`config.mk`:
```
export PLATFORM = sky130hd
export DESIGN_NAME = transmitter_scan
export DESIGN_NICKNAME = d
export VERILOG_FILES = /design/src/rtl/transmitter_scan.sv
export SDC_FILE = /design/constraint.sdc
export NUM_CORES = 1
export LEC_CHECK = 0
export ABC_CLOCK_PERIOD_IN_PS = 2450
export BUFFER_PORTS_ARGS = -buffer_cell sky130_fd_sc_hd__buf_2
export CORE_AREA = 2 2 68 70
export DETAILED_ROUTE_END_ITERATION = 10
export DIE_AREA = 0 0 70 72
export PLACE_DENSITY = 0.77
export SYNTH_ARGS = -nofsm -noshare
export SYNTH_HDL_FRONTEND = slang
export SYNTH_SLANG_ARGS = --single-unit
```
`constraint.sdc`:
```
create_clock -name clk -period 2.45 [get_ports clk]
set_input_delay 0.245 -clock clk [delete_from_list [all_inputs] [get_ports clk]]
set_output_delay 0.245 -clock clk [all_outputs]
set_load 0.03 [all_outputs]
```
`src/rtl/transmitter_scan.sv`:
```
// transmitter_scan: walks board squares through a synchronous read port and emits
// one packet (piece, position, 16-bit ray mask) per own recognised piece.
// Ports:
//   clk, reset        clock (rising) and asynchronous active-high reset
//   start             begin scan (sampled only when idle)
//   engine_color      side to move, 1=white, latched on accepted start
//   busy, done        scan in progress / one-cycle end-of-scan pulse
//   rd_en, rd_addr    board read strobe and square index
//   rd_data           piece at rd_addr, valid the cycle after rd_en
//   out_valid/ready   packet handshake
//   out_piece/pos/dir packet payload
//   out_count         packets accepted in the current/last scan
module transmitter_scan #(
    parameter int POS_W    = 6,
    parameter int NUM_SQ   = 64,
    parameter bit WHITE_UP = 1'b1
) (
    input  logic             clk,
    input  logic             reset,
    input  logic             start,
    input  logic             engine_color,
    output logic             busy,
    output logic             done,
    output logic             rd_en,
    output logic [POS_W-1:0] rd_addr,
    input  logic [5:0]       rd_data,
    output logic             out_valid,
    input  logic             out_ready,
    output logic [5:0]       out_piece,
    output logic [POS_W-1:0] out_pos,
    output logic [15:0]      out_dir,
    output logic [POS_W:0]   out_count
);

    typedef enum logic [2:0] {
        IDLE,
        FETCH,
        CHECK,
        EMIT,
        FIN
    } state_t;

    localparam logic [POS_W-1:0] LAST_IDX = POS_W'(NUM_SQ - 1);

    state_t           state_q;
    logic [POS_W-1:0] idx_q;
    logic             color_q;
    logic             busy_q;
    logic             done_q;
    logic             rd_en_q;
    logic [POS_W-1:0] rd_addr_q;
    logic             valid_q;
    logic [5:0]       piece_q;
    logic [POS_W-1:0] pos_q;
    logic [15:0]      dir_q;
    logic [POS_W:0]   cnt_q;

    logic [15:0]      mask_d;
    logic             hit_d;
    logic             pawn_up_d;
    logic             advance_d;
    logic [POS_W-1:0] idx_d;

    // Piece decode of the word returned by the board read
    always_comb begin
        // Pawns move up when their colour matches the "up" side
        pawn_up_d = (color_q == WHITE_UP);
        mask_d    = 16'h0000;
        hit_d     = 1'b1;
        unique case (rd_data[4:0])
            5'b00001: mask_d = 16'hFF00;
            5'b00010: mask_d = pawn_up_d ? 16'h0031 : 16'h00C2;
            5'b00100: mask_d = 16'h00FF;
            5'b01000: mask_d = 16'h00F0;
            5'b10000: mask_d = 16'h000F;
            5'b11000: mask_d = 16'h00FF;
            default:  hit_d  = 1'b0;
        endcase
        if (rd_data[5] != color_q) begin
            hit_d = 1'b0;
        end
    end

    // Leave the current square: skipped in CHECK or accepted in EMIT
    always_comb begin
        advance_d = ((state_q == CHECK) && !hit_d) ||
                    ((state_q == EMIT) && out_ready);
        idx_d     = idx_q + POS_W'(1);
    end

    always_ff @(posedge clk or posedge reset) begin
        if (reset) begin
            state_q   <= IDLE;
            idx_q     <= '0;
            color_q   <= 1'b0;
            busy_q    <= 1'b0;
            done_q    <= 1'b0;
            rd_en_q   <= 1'b0;
            rd_addr_q <= '0;
            valid_q   <= 1'b0;
            piece_q   <= '0;
            pos_q     <= '0;
            dir_q     <= '0;
            cnt_q     <= '0;
        end else begin
            rd_en_q <= 1'b0;
            done_q  <= 1'b0;
            unique case (state_q)
                IDLE: begin
                    if (start) begin
                        color_q   <= engine_color;
                        idx_q     <= '0;
                        cnt_q     <= '0;
                        busy_q    <= 1'b1;
                        rd_en_q   <= 1'b1;
                        rd_addr_q <= '0;
                        state_q   <= FETCH;
                    end
                end
                FETCH: state_q <= CHECK;
                CHECK: begin
                    if (hit_d) begin
                        piece_q <= rd_data;
                        pos_q   <= idx_q;
                        dir_q   <= mask_d;
                        valid_q <= 1'b1;
                        state_q <= EMIT;
                    end
                end
                EMIT: begin
                    if (out_ready) begin
                        valid_q <= 1'b0;
                        cnt_q   <= cnt_q + 1'b1;
                    end
                end
                FIN: begin
                    busy_q  <= 1'b0;
                    state_q <= IDLE;
                end
                default: state_q <= IDLE;
            endcase
            if (advance_d) begin
                if (idx_q == LAST_IDX) begin
                    done_q  <= 1'b1;
                    state_q <= FIN;
                end else begin
                    idx_q     <= idx_d;
                    rd_en_q   <= 1'b1;
                    rd_addr_q <= idx_d;
                    state_q   <= FETCH;
                end
            end
        end
    end

    assign busy      = busy_q;
    assign done      = done_q;
    assign rd_en     = rd_en_q;
    assign rd_addr   = rd_addr_q;
    assign out_valid = valid_q;
    assign out_piece = piece_q;
    assign out_pos   = pos_q;
    assign out_dir   = dir_q;
    assign out_count = cnt_q;

endmodule

```
-- After elaboration in Yosys (flattened, before gate mapping)
Index checks and enable logic that the tools add are counted.
W data, S select, Z words.
- bits of input ports: 11
- logic and storage cells: 79
- register bits after elaboration: 55
- $add $sub $neg: 2
- eq/ne operators: 18
- muxes and demuxes: 31
- reduce and logical (&&, ||, !) cells: 16
- operators with widths (kind ; count):
    $pmux W16 S5 ; 1
    $mux W6 ; 8
    $mux W7 ; 2
    $pmux W7 S2 ; 1
    $mux W3 ; 4
    $pmux W3 S4 ; 1
    $mux W1 ; 11
    $eq A5 B5 Y1 const B ; 2
    $reduce_and A3 Y1 ; 3
    $mux W8 ; 1
    $ne A2 B2 Y1 const B ; 4
    $add A7 B1 Y7 const B ; 1
    $add A6 B1 Y6 const B ; 1
    $eq A3 B2 Y1 const B ; 2
    $eq A6 B6 Y1 const B ; 1
    $ne A3 B3 Y1 const B ; 2
    $reduce_and A2 Y1 ; 3
    $reduce_bool A2 Y1 ; 3
    $reduce_or A6 Y1 ; 1
    $eq A5 B1 Y1 const B ; 1
    $eq A5 B2 Y1 const B ; 1
    $eq A5 B3 Y1 const B ; 1
    $eq A5 B4 Y1 const B ; 1
    $pmux W1 S2 ; 2
    other kinds (8) ; 9

-- Depth between registers and ports, before layout
Gate-level depths: netlist of the first run.
- word-level depth: 9
- mapped depth: 7
- mapped depth without buffers: 6

-- Worst setup path after synthesis of the first run
Ideal clock, no wire load.
- path type: register to register
- from: register state_q[2]
- to: register piece_q[0] (netlist: out_piece[0])
- required time: 2.325 ns
- library setup time: 0.125 ns
- period minus slack after synthesis: 1.905 ns
- setup slack: 0.545 ns
- cell stages (with the launch flop): 7
- arrival: 1.780 ns
- cell sequence: dfrtp_1 > clkbuf_1 > or3b_1 > buf_1 > nor2_8 > buf_12 > mux2_4
- longest elaborated chain between the ends: 2
- ends and longest elaborated chain (what ; RTL line ; RTL):
    from (decl) ; 45 ; state_t state_q;
    from (signal assigned) ; 93 ; state_q <= IDLE;
    from (signal assigned) ; 117 ; state_q <= FETCH;
    from (signal assigned) ; 120 ; FETCH: state_q <= CHECK;
    $eq A3 B2 Y1 ; 108 ; unique case (state_q)
    $reduce_and A2 Y1 (no line) ; n/a ;
    to (signal assigned) ; 123 ; piece_q <= rd_data;
    to (decl) ; 53 ; logic [5:0] piece_q;
No other way between the ends.
A chain may end at the register's enable or synchronous reset.

-- Worst setup path after layout of the first run
- from: register state_q[2]
- to: register idx_q[0]
- longest elaborated chain between the ends: 4
- ends and longest elaborated chain (what ; RTL line ; RTL):
    $logic_not A3 Y1 (tied with other cells) ; 108 ;
    $mux W6 (tied with other cells) ; 108 ;
    $mux W6 / $logic_or A1 B1 Y1 (equally long branches) ; 143, 86 ;
    $mux W6 * ; 142 ; if (advance_d) begin
    to (signal assigned) ; 147 ; idx_q <= idx_d;
    to (decl) ; 46 ; logic [POS_W-1:0] idx_q;
Mark *: on every way between the ends. The rest lies on a longest branch, timed or not.

==> results of run 1 <==
[per-stage QoR]
| step | setup WS [ps] | hold slack, ps |
|---|---|---|
| global placement | 341 | 412 |
| floorplan | 545 | 341 |
| CTS | 498 | 94.1 |
| finish | 511 | 71.8 |
| global route | 375 | 132 |
| detailed placement | 277 | 418 |
[worst min path at each step]
stage	to	startpoint	slack, ps
2_1_floorplan	out_dir[5]	rd_data[0]	340
3_3_place_gp	out_count[4]	reset	410
3_5_place_dp	out_piece[5]	reset	420
4_1_cts	out_count[6]	reset	90
5_1_grt	out_count[6]	reset	130
6_report	out_count[6]	reset	70
[per-layer routing]
metal | GRT usage [%] | wire [um] | vias up
met4 | 7.05 | 52 | 0
met3 | 4.72 | 265 | 4
met1 | 22.3 | 1920 | 729
met5 | 0 | 0 | -
li1 | - | - | 741
met2 | 27.9 | 1980 | 54
[area by class of cell]
| cell class | count | area [um2] | area share, % |
|---|---|---|---|
| Tap cell | 52 | 65.1 | 2.54 |
| Inverter | 4 | 15.0 | 0.586 |
| Clock buffer | 7 | 86.3 | 3.37 |
| Multi-Input combinational cell | 115 | 933 | 36.4 |
| Timing Repair Buffer | 59 | 305 | 11.9 |
| Sequential cell | 45 | 1130 | 44.0 |
| Clock inverter | 1 | 30.0 | 1.17 |
[state kept, by name, summed over array words and instances, names as in the netlist, 3 cells and up]
signal,count
out_dir,6
out_count,7
out_pos,6
rd_addr,6
out_piece,6
idx_q,6
state_q,3
[critical path, delay by kind of cell (launching register included)]
family          cells  cell delay [ps]
simple gates        3              830
buf+inv             1              180
compound gates      1               60
flops               1              490
mux                 1              260
[where the power goes]
part	internal [mW]	switching (mW)
sequential	1.03	0.237
combinational	0.572	0.985
clock	0.333	0.247
[cell usage in the layout, fill, tap and decap left out, types with 4 or more instances in the layout]
cell type / n
nand3_1: 5
a22o_1: 4
mux2_2: 7
o21ai_0: 7
buf_2: 55
dfrtp_1: 45
xnor2_1: 4
a21oi_1: 4
nor2_1: 9
mux2_4: 9
buf_4: 4
clkbuf_8: 6
nor3_1: 5
nand2_1: 11
xor2_1: 5
[cell families (layout without fill, tap and decap cells)]
group           count (synthesis)  in the layout  share of synthesized area, %
simple gates                   46             46                          12.2
flops                          45             45                          51.5
compound gates                 38             38                          14.0
mux                            20             20                          11.7
buf+inv                        19             71                          5.89
xor+xnor                        9              9                          3.60
fa+ha+maj                       2              2                          1.14
==> impl_metrics.json, run 1 <==
{
  "status": "completed",
  "critPathCaptureType": "register",
  "crit_end": "idx_q[0]",
  "fin_util_pct": 60.1,
  "cts_setup_buffers": 0,
  "critPathMaxStageDelay_ps": 490,
  "drt-total-wl_mm": 4.23,
  "crit_required_ps": 2630,
  "wl_per_cell_um": 14.9,
  "dr.pass1.iters": 4,
  "fin_worst_skew_ps": 7.83,
  "vias": 1528,
  "htree_levels": 2,
  "grt_max_degree": 46,
  "io-pin-count": 56,
  "tns_ps": 0,
  "maxCapViolations": 0,
  "n_antenna_cell": 0,
  "coreArea_um2": 4260,
  "yosysSeqAreaShare_pct": 51.5,
  "antenna_found_initial": 0,
  "dp_cells": 275,
  "overflow": 0,
  "drive_gt1_share_pct": 39.8,
  "drc": 0,
  "rsz0062_at_grt": "false",
  "crit_chain": "nand4b_1 -> nand2_1 -> and2_1 -> a21oi_2 -> buf_4 -> mux2_2",
  "drtIter0Drc": 57,
  "slew_headroom_pct": 63.2,
  "synth.area.top_cells": "dfrtp_1 (51%), mux2_4 (6.2%), buf_4 (3.8%)",
  "worst-r2r-cell-count": 6,
  "path_clk_slew_ps": 90,
  "clockBufferDepth": 2,
  "finalCriticalPeriod_ps": 1940,
  "synth.most_common_cell": "dfrtp_1",
  "reg2reg_to": "idx_q[0]",
  "syn-num-nets": 192,
  "synth.largest_area_cell": "dfrtp_1",
  "ant_nets": 0,
  "worstSetupPathType": "register to register",
  "ys_top_cells_by_count": "dfrtp_1 (45), buf_4 (11), nand2_1 (11)",
  "io_buffer_count": 55,
  "cts_buffers": 5,
  "fin_cells": 283,
  "fin_crit_sh_pct": 79.2,
  "ir_drop_uv": 794,
  "ctsResizeCount": 0,
  "r2r-start": "state_q[2]",
  "start_util_pct": 51.3,
  "syn_area_um2": 2190,
  "timing_hold_violations_final": 0,
  "max_freq_mhz": 516,
  "cts_tree": "done",
  "arrival_ps": 2120,
  "die_x_um": 70,
  "final_area_um2": 2560,
  "finalPower_mw": 3.40,
  "fin_nets": 243,
  "postPlaceCellArea_um2": 2440,
  "cts_sinks": 45,
  "dp.final_hpwl_mm": 3.08,
  "p_per_area_nw_per_um2": 1330,
  "dieHeight_um": 72,
  "worst_skew_pair.late_latency_ps": 290,
  "setup.reg_to_reg.worst_slack_ps": 510,
  "crit_fanout": 11,
  "startpoint": "state_q[2]",
  "synth_top_area_share_pct": 51.5,
  "ys.flop_type": "dfrtp_1",
  "gp_congestion": 0.761,
  "synth_warnings": 0,
  "leakage_nw": 1.33,
  "hp-class": "input pin to async pin",
  "grtUsageTotal_pct": 17.3,
  "syn_inst": 179,
  "synth_edf_count": 0,
  "cp-start-kind": "register",
  "ys_ff_latch": 45,
  "ctsHoldBuffers": 0,
  "post_drt_via_cell_ratio": 5.40,
  "grt_pass1_wl_mm": 6.86,
  "grt_pass1_vias": 1474,
  "row_count": 24,
  "async_flop_share_pct": 100,
  "nFillCells": 366,
  "worstMarginPinSlew_ps": 552,
  "area_growth_syn_to_layout_pct": 17.0,
  "cts_root_buf": "clkbuf_8",
  "die-area_um2": 5040,
  "cpMaxStageDelayCell": "dfrtp_1",
  "synth_cell_type_count": 46,
  "maxSlewViolCount": 0,
  "setup_viol": 0,
  "syn_avg_cell_area_um2": 12.2
}
(Power assumes the default switching activity.)
==> run 2: changes to the inputs <==
==> config.mk (replaced) <==
export PLATFORM = sky130hd
export DESIGN_NAME = transmitter_scan
export DESIGN_NICKNAME = d
export VERILOG_FILES = /design/src/rtl/transmitter_scan.sv
export SDC_FILE = /design/constraint.sdc
export NUM_CORES = 1
export LEC_CHECK = 0
export ABC_CLOCK_PERIOD_IN_PS = 1700
export BUFFER_PORTS_ARGS = -buffer_cell sky130_fd_sc_hd__buf_2
export CORE_AREA = 2 2 72 74
export DETAILED_ROUTE_END_ITERATION = 10
export DIE_AREA = 0 0 74 76
export PLACE_DENSITY = 0.73
export SYNTH_ARGS = -nofsm -noshare
export SYNTH_HDL_FRONTEND = slang
export SYNTH_SLANG_ARGS = --single-unit
==> constraint.sdc (replaced) <==
create_clock -name clk -period 1.7 [get_ports clk]
set_input_delay 0.17 -clock clk [delete_from_list [all_inputs] [get_ports clk]]
set_output_delay 0.17 -clock clk [all_outputs]
set_load 0.03 [all_outputs]
==> impl_metrics.json, run 2 (same netlist as run 1, synthesis figures left out) <==
{
  "status": "complete, but fails checks",
  "failed_checks": "setup timing",
  "clockBufferDepth": 2,
  "cts_sinks": 45,
  "dp_cells": 320,
  "area_growth_syn_to_layout_pct": 31.2,
  "grt_pass1_wl_mm": 7.38,
  "cts_buffers": 5,
  "fin_cells": 329,
  "grt_pass1_vias": 1606,
  "arrival_ps": 1990,
  "fin_worst_skew_ps": 8.09,
  "max_freq_mhz": 568,
  "die_x_um": 74,
  "internal-power_mw": 3.07,
  "combPwrFrac_pct": 51.5,
  "swShare_pct": 42.1,
  "cts_root_buf": "clkbuf_8",
  "grtUsageTotal_pct": 16.7,
  "nFillCells": 429,
  "switchingPower_mw": 2.23,
  "drive_gt1_share_pct": 49.4,
  "largest_reg_flops": 7,
  "maxCapViolations": 0,
  "rsz0062_at_grt": "true",
  "worstMarginPinSlew_ps": 560,
  "drtIter0Drc": 36,
  "ctsHoldBuffers": 0,
  "die-area_um2": 5620,
  "dr.pass1.iters": 4,
  "dp.final_hpwl_mm": 3.34,
  "fin_crit_sh_pct": 104,
  "leakage_nw": 1.48,
  "coreArea_um2": 4910,
  "drt-total-wl_mm": 4.45,
  "post_drt_via_cell_ratio": 5.02,
  "antenna_found_initial": 0,
  "n_antenna_cell": 0,
  "finalCriticalPeriod_ps": 1760,
  "critPathCaptureType": "register",
  "overflow": 0,
  "setup_ws_ps": -59.7,
  "vias": 1651,
  "gp_congestion": 0.770,
  "htree_levels": 2,
  "timing_hold_violations_final": 0,
  "worstSetupPathType": "register to register",
  "worst-r2r-cell-count": 6,
  "setup_viol": 1,
  "hp-class": "input pin to async pin",
  "io-pin-count": 56,
  "r2r-start": "state_q[1]",
  "clkPwrFrac_pct": 15.7,
  "drc": 0,
  "grt_max_degree": 46,
  "worst_skew_pair.late_latency_ps": 290,
  "cts_tree": "done",
  "final_cell_mix": "buf_2 (55), dfrtp_1 (45), buf_4 (28), nand2_1 (11), mux2_4 (9)",
  "setup.reg_to_reg.worst_slack_ps": -60,
  "p_per_area_nw_per_um2": 1850,
  "ant_nets": 0,
  "p_seq_share_pct": 32.9,
  "io_buffer_count": 55,
  "wl_per_cell_um": 13.5,
  "dieHeight_um": 76,
  "ir_drop_uv": 1040,
  "start_util_pct": 44.5,
  "crit_fanout": 4,
  "startpoint": "state_q[1]",
  "row_count": 26,
  "maxSlewViolCount": 0,
  "slew_headroom_pct": 62.7,
  "cp-start-kind": "register",
  "layout_commonest_cell": "buf_2",
  "finalPower_mw": 5.30,
  "pre_cts_ws_ps": -174,
  "crit_required_ps": 1930,
  "fin_nets": 271,
  "path_clk_slew_ps": 80
}
run 2: final cells by class:
class	instances	area, um2	share of cell area (%)
repair buffers	87	539	18.8
clock buffers	7	86.3	3.01
clock inverters	1	30.0	1.05
multi-input cells	115	986	34.4
well taps	70	87.6	3.05
inverters	4	15.0	0.523
flip-flops and latches	45	1130	39.2
run 2: timing repair:
item,4_1_cts,5_1_grt
buffers inserted,0,1
resized for setup,3,8
cloned,0,0
pin swaps,0,3
setup endpoints to repair,2,24
run 2: stage by stage:
stage               instance area [um2]  TNS (ps)  hold WS, ps  util, %
floorplan                          2230      -648          266        -
global placement                   2700     -1730          337     55.0
detailed placement                 2700     -2530          340     55.0
CTS                                2830     -54.2         16.0     57.5
global route                       2870      -492         58.2     58.4
finish                             2870     -59.7         4.19     58.4
run 2: path summary, 6_finish.rpt:
check,endpoint
min reg2reg,out_piece[5]
max reg2reg,out_count[6]
min,out_dir[7]
max in group asynchronous,idx_q[3]
min in group clk,color_q
max,out_count[6]
run 2: critical path, cell delays in order, from the launching register on:
cell     delay (ps)
dfrtp_1         410
buf_6           130
or3b_4          380
a21oi_4         140
nand4_1         130
or3_1           380
a21oi_2         110
run 2: power by group through the flow:
stage | clock (mW) | combinational, mW | sequential [mW]
2_1_floorplan | 0 | 1.26 | 2.36
3_3_place_gp | 0 | 2.60 | 1.76
3_5_place_dp | 0 | 2.64 | 1.77
4_1_cts | 0.849 | 2.67 | 1.75
5_1_grt | 0.885 | 2.93 | 1.80
6_report | 0.831 | 2.73 | 1.74
run 2: layer usage:
metal / up-vias / track usage [%] / wire [um]
li1: 801 / - / -
met4: 0 / 4.36 / 56
met1: 799 / 20.9 / 1940
met2: 44 / 28.2 / 2230
met5: - / 0 / 0
met3: 7 / 4.37 / 223
==> run 3: changes to the inputs <==
--- a/config.mk
+++ b/config.mk
@@ -7,10 +7,10 @@
 export LEC_CHECK = 0
 export ABC_CLOCK_PERIOD_IN_PS = 1700
 export BUFFER_PORTS_ARGS = -buffer_cell sky130_fd_sc_hd__buf_2
-export CORE_AREA = 2 2 72 74
+export CORE_AREA = 2 2 74 76
 export DETAILED_ROUTE_END_ITERATION = 10
-export DIE_AREA = 0 0 74 76
-export PLACE_DENSITY = 0.73
+export DIE_AREA = 0 0 76 78
+export PLACE_DENSITY = 0.69
 export SYNTH_ARGS = -nofsm -noshare
 export SYNTH_HDL_FRONTEND = slang
 export SYNTH_SLANG_ARGS = --single-unit
==> impl_metrics.json, run 3 (same netlist as run 1, synthesis figures left out) <==
{
  "startpoint": "state_q[2]",
  "gp_congestion": 0.797,
  "htree_levels": 2,
  "hold_ws_ps": 79.6,
  "cts_tree": "done",
  "final_area_um2": 2970,
  "finalCriticalPeriod_ps": 1680,
  "overflow": 0,
  "cts_sinks": 45,
  "hp-class": "input pin to register",
  "dieHeight_um": 78,
  "cts_root_buf": "clkbuf_8",
  "maxCapViolations": 0,
  "min_from": "engine_color",
  "cp-start-kind": "register",
  "fin_cells": 337,
  "grt_pass1_vias": 1635,
  "cts_buffers": 5,
  "ant_nets": 0,
  "slew_headroom_pct": 57.9,
  "r2r-start": "state_q[2]",
  "p_per_area_nw_per_um2": 1810,
  "rsz0062_at_grt": "true",
  "antenna_found_initial": 0,
  "crit_fanout": 6,
  "dp.final_hpwl_mm": 3.57,
  "io-pin-count": 56,
  "layout_commonest_cell": "buf_2",
  "n_antenna_cell": 0,
  "tns_ps": 0,
  "fin_crit_sh_pct": 98.9,
  "dr.pass1.iters": 4,
  "setup_viol": 0,
  "largest_reg_flops": 7,
  "drc": 0,
  "max_freq_mhz": 595,
  "worstMarginPinSlew_ps": 627,
  "crit_end": "out_pos[5]",
  "coreArea_um2": 5040,
  "drtIter0Drc": 75,
  "wl_per_cell_um": 14.4,
  "grt_pass1_wl_mm": 7.79,
  "worstSetupPathType": "register to register",
  "drive_gt1_share_pct": 52.8,
  "timing_hold_violations_final": 0,
  "reg2reg_to": "out_pos[5]",
  "area_growth_syn_to_layout_pct": 35.8,
  "dp_cells": 322,
  "crit_required_ps": 1900,
  "die-area_um2": 5930,
  "status": "completed",
  "fin_nets": 279,
  "row_count": 26,
  "arrival_ps": 1880,
  "drt-total-wl_mm": 4.85,
  "clockBufferDepth": 2,
  "ir_drop_uv": 1140,
  "nFillCells": 441,
  "setup.reg_to_reg.worst_slack_ps": 20,
  "start_util_pct": 43.4,
  "path_clk_slew_ps": 100,
  "io_buffer_count": 55,
  "vias": 1692,
  "grt_max_degree": 31,
  "die_x_um": 76,
  "worst-r2r-cell-count": 5,
  "worst_skew_pair.late_latency_ps": 310,
  "critPathCaptureType": "register",
  "final_cell_mix": "buf_2 (55), dfrtp_1 (44), buf_4 (33), nand2_1 (11), mux2_4 (9)",
  "post_drt_via_cell_ratio": 5.02,
  "fin_util_pct": 58.9,
  "grtUsageTotal_pct": 16.7,
  "fin_worst_skew_ps": 11.7,
  "postPlaceCellArea_um2": 2730,
  "leakage_nw": 1.52,
  "maxSlewViolCount": 0
}
run 3: changes by cell type in the layout (fill, tap and decap cells not counted), moves of 2 or more:
| cell | before | now |
|---|---|---|
| buf_6 | 3 | 1 |
| buf_12 | 1 | 3 |
| clkinv_4 | 0 | 2 |
| a21oi_2 | 3 | 1 |
| buf_4 | 28 | 33 |
run 3: metrics by stage:
| stage | worst slack [ps] | total power, mW |
|---|---|---|
| floorplan | -69.8 | 3.62 |
| global route | -73.1 | 5.69 |
| detailed placement | -169 | 4.44 |
| CTS | -4.29 | 5.17 |
| finish | 19.0 | 5.37 |
| global placement | -147 | 4.37 |
run 3: layout make-up:
cell class                      instances  area (um2)  area share, %
Inverter                                4        15.0          0.505
Tap cell                               70        87.6           2.95
Sequential cell                        45        1130           37.9
Timing Repair Buffer                   95         644           21.7
Clock inverter                          3        26.3          0.884
Multi-Input combinational cell        115        1000           33.7
Clock buffer                            5        68.8           2.32
run 3: timing repair:
item                       in CTS  in global routing
buffers inserted                1                  5
pin swaps                       0                  3
hold buffers                    1                  0
gates resized for setup         0                 15
setup endpoints to repair       3                 27
cloned                          0                  1
hold endpoints to repair       15                  0
run 3: worst max-delay path: stages (launching register included):
cell	delay [ps]
dfrtp_1	410
or3b_4	420
buf_8	140
nor2_8	140
buf_12	140
mux2_2	330
run 3: per-layer routing:
metal	up-vias	track usage, %	wire length [um]
li1	817	-	-
met1	830	20.6	2170
met2	35	28.5	2380
met3	10	4.42	209
met4	0	5.82	86
met5	-	0	0
run 3: where the power goes:
| group | switching [mW] | internal, mW | leakage, nW |
|---|---|---|---|
| registers | 0.285 | 1.49 | 0.589 |
| clock network | 0.400 | 0.300 | 0.0487 |
| logic | 1.65 | 1.25 | 0.884 |
run 3: worst min path at each step:
| stage | endpoint | slack [ps] | depth (start not counted) |
|---|---|---|---|
| after floorplan | out_dir[5] | 270 | 1 |
| after global placement | out_piece[5] | 190 | 2 |
| after detailed placement | color_q | 200 | 2 |
| after CTS | color_q | 80 | 3 |
| after global routing | color_q | 90 | 3 |
| final | color_q | 80 | 3 |
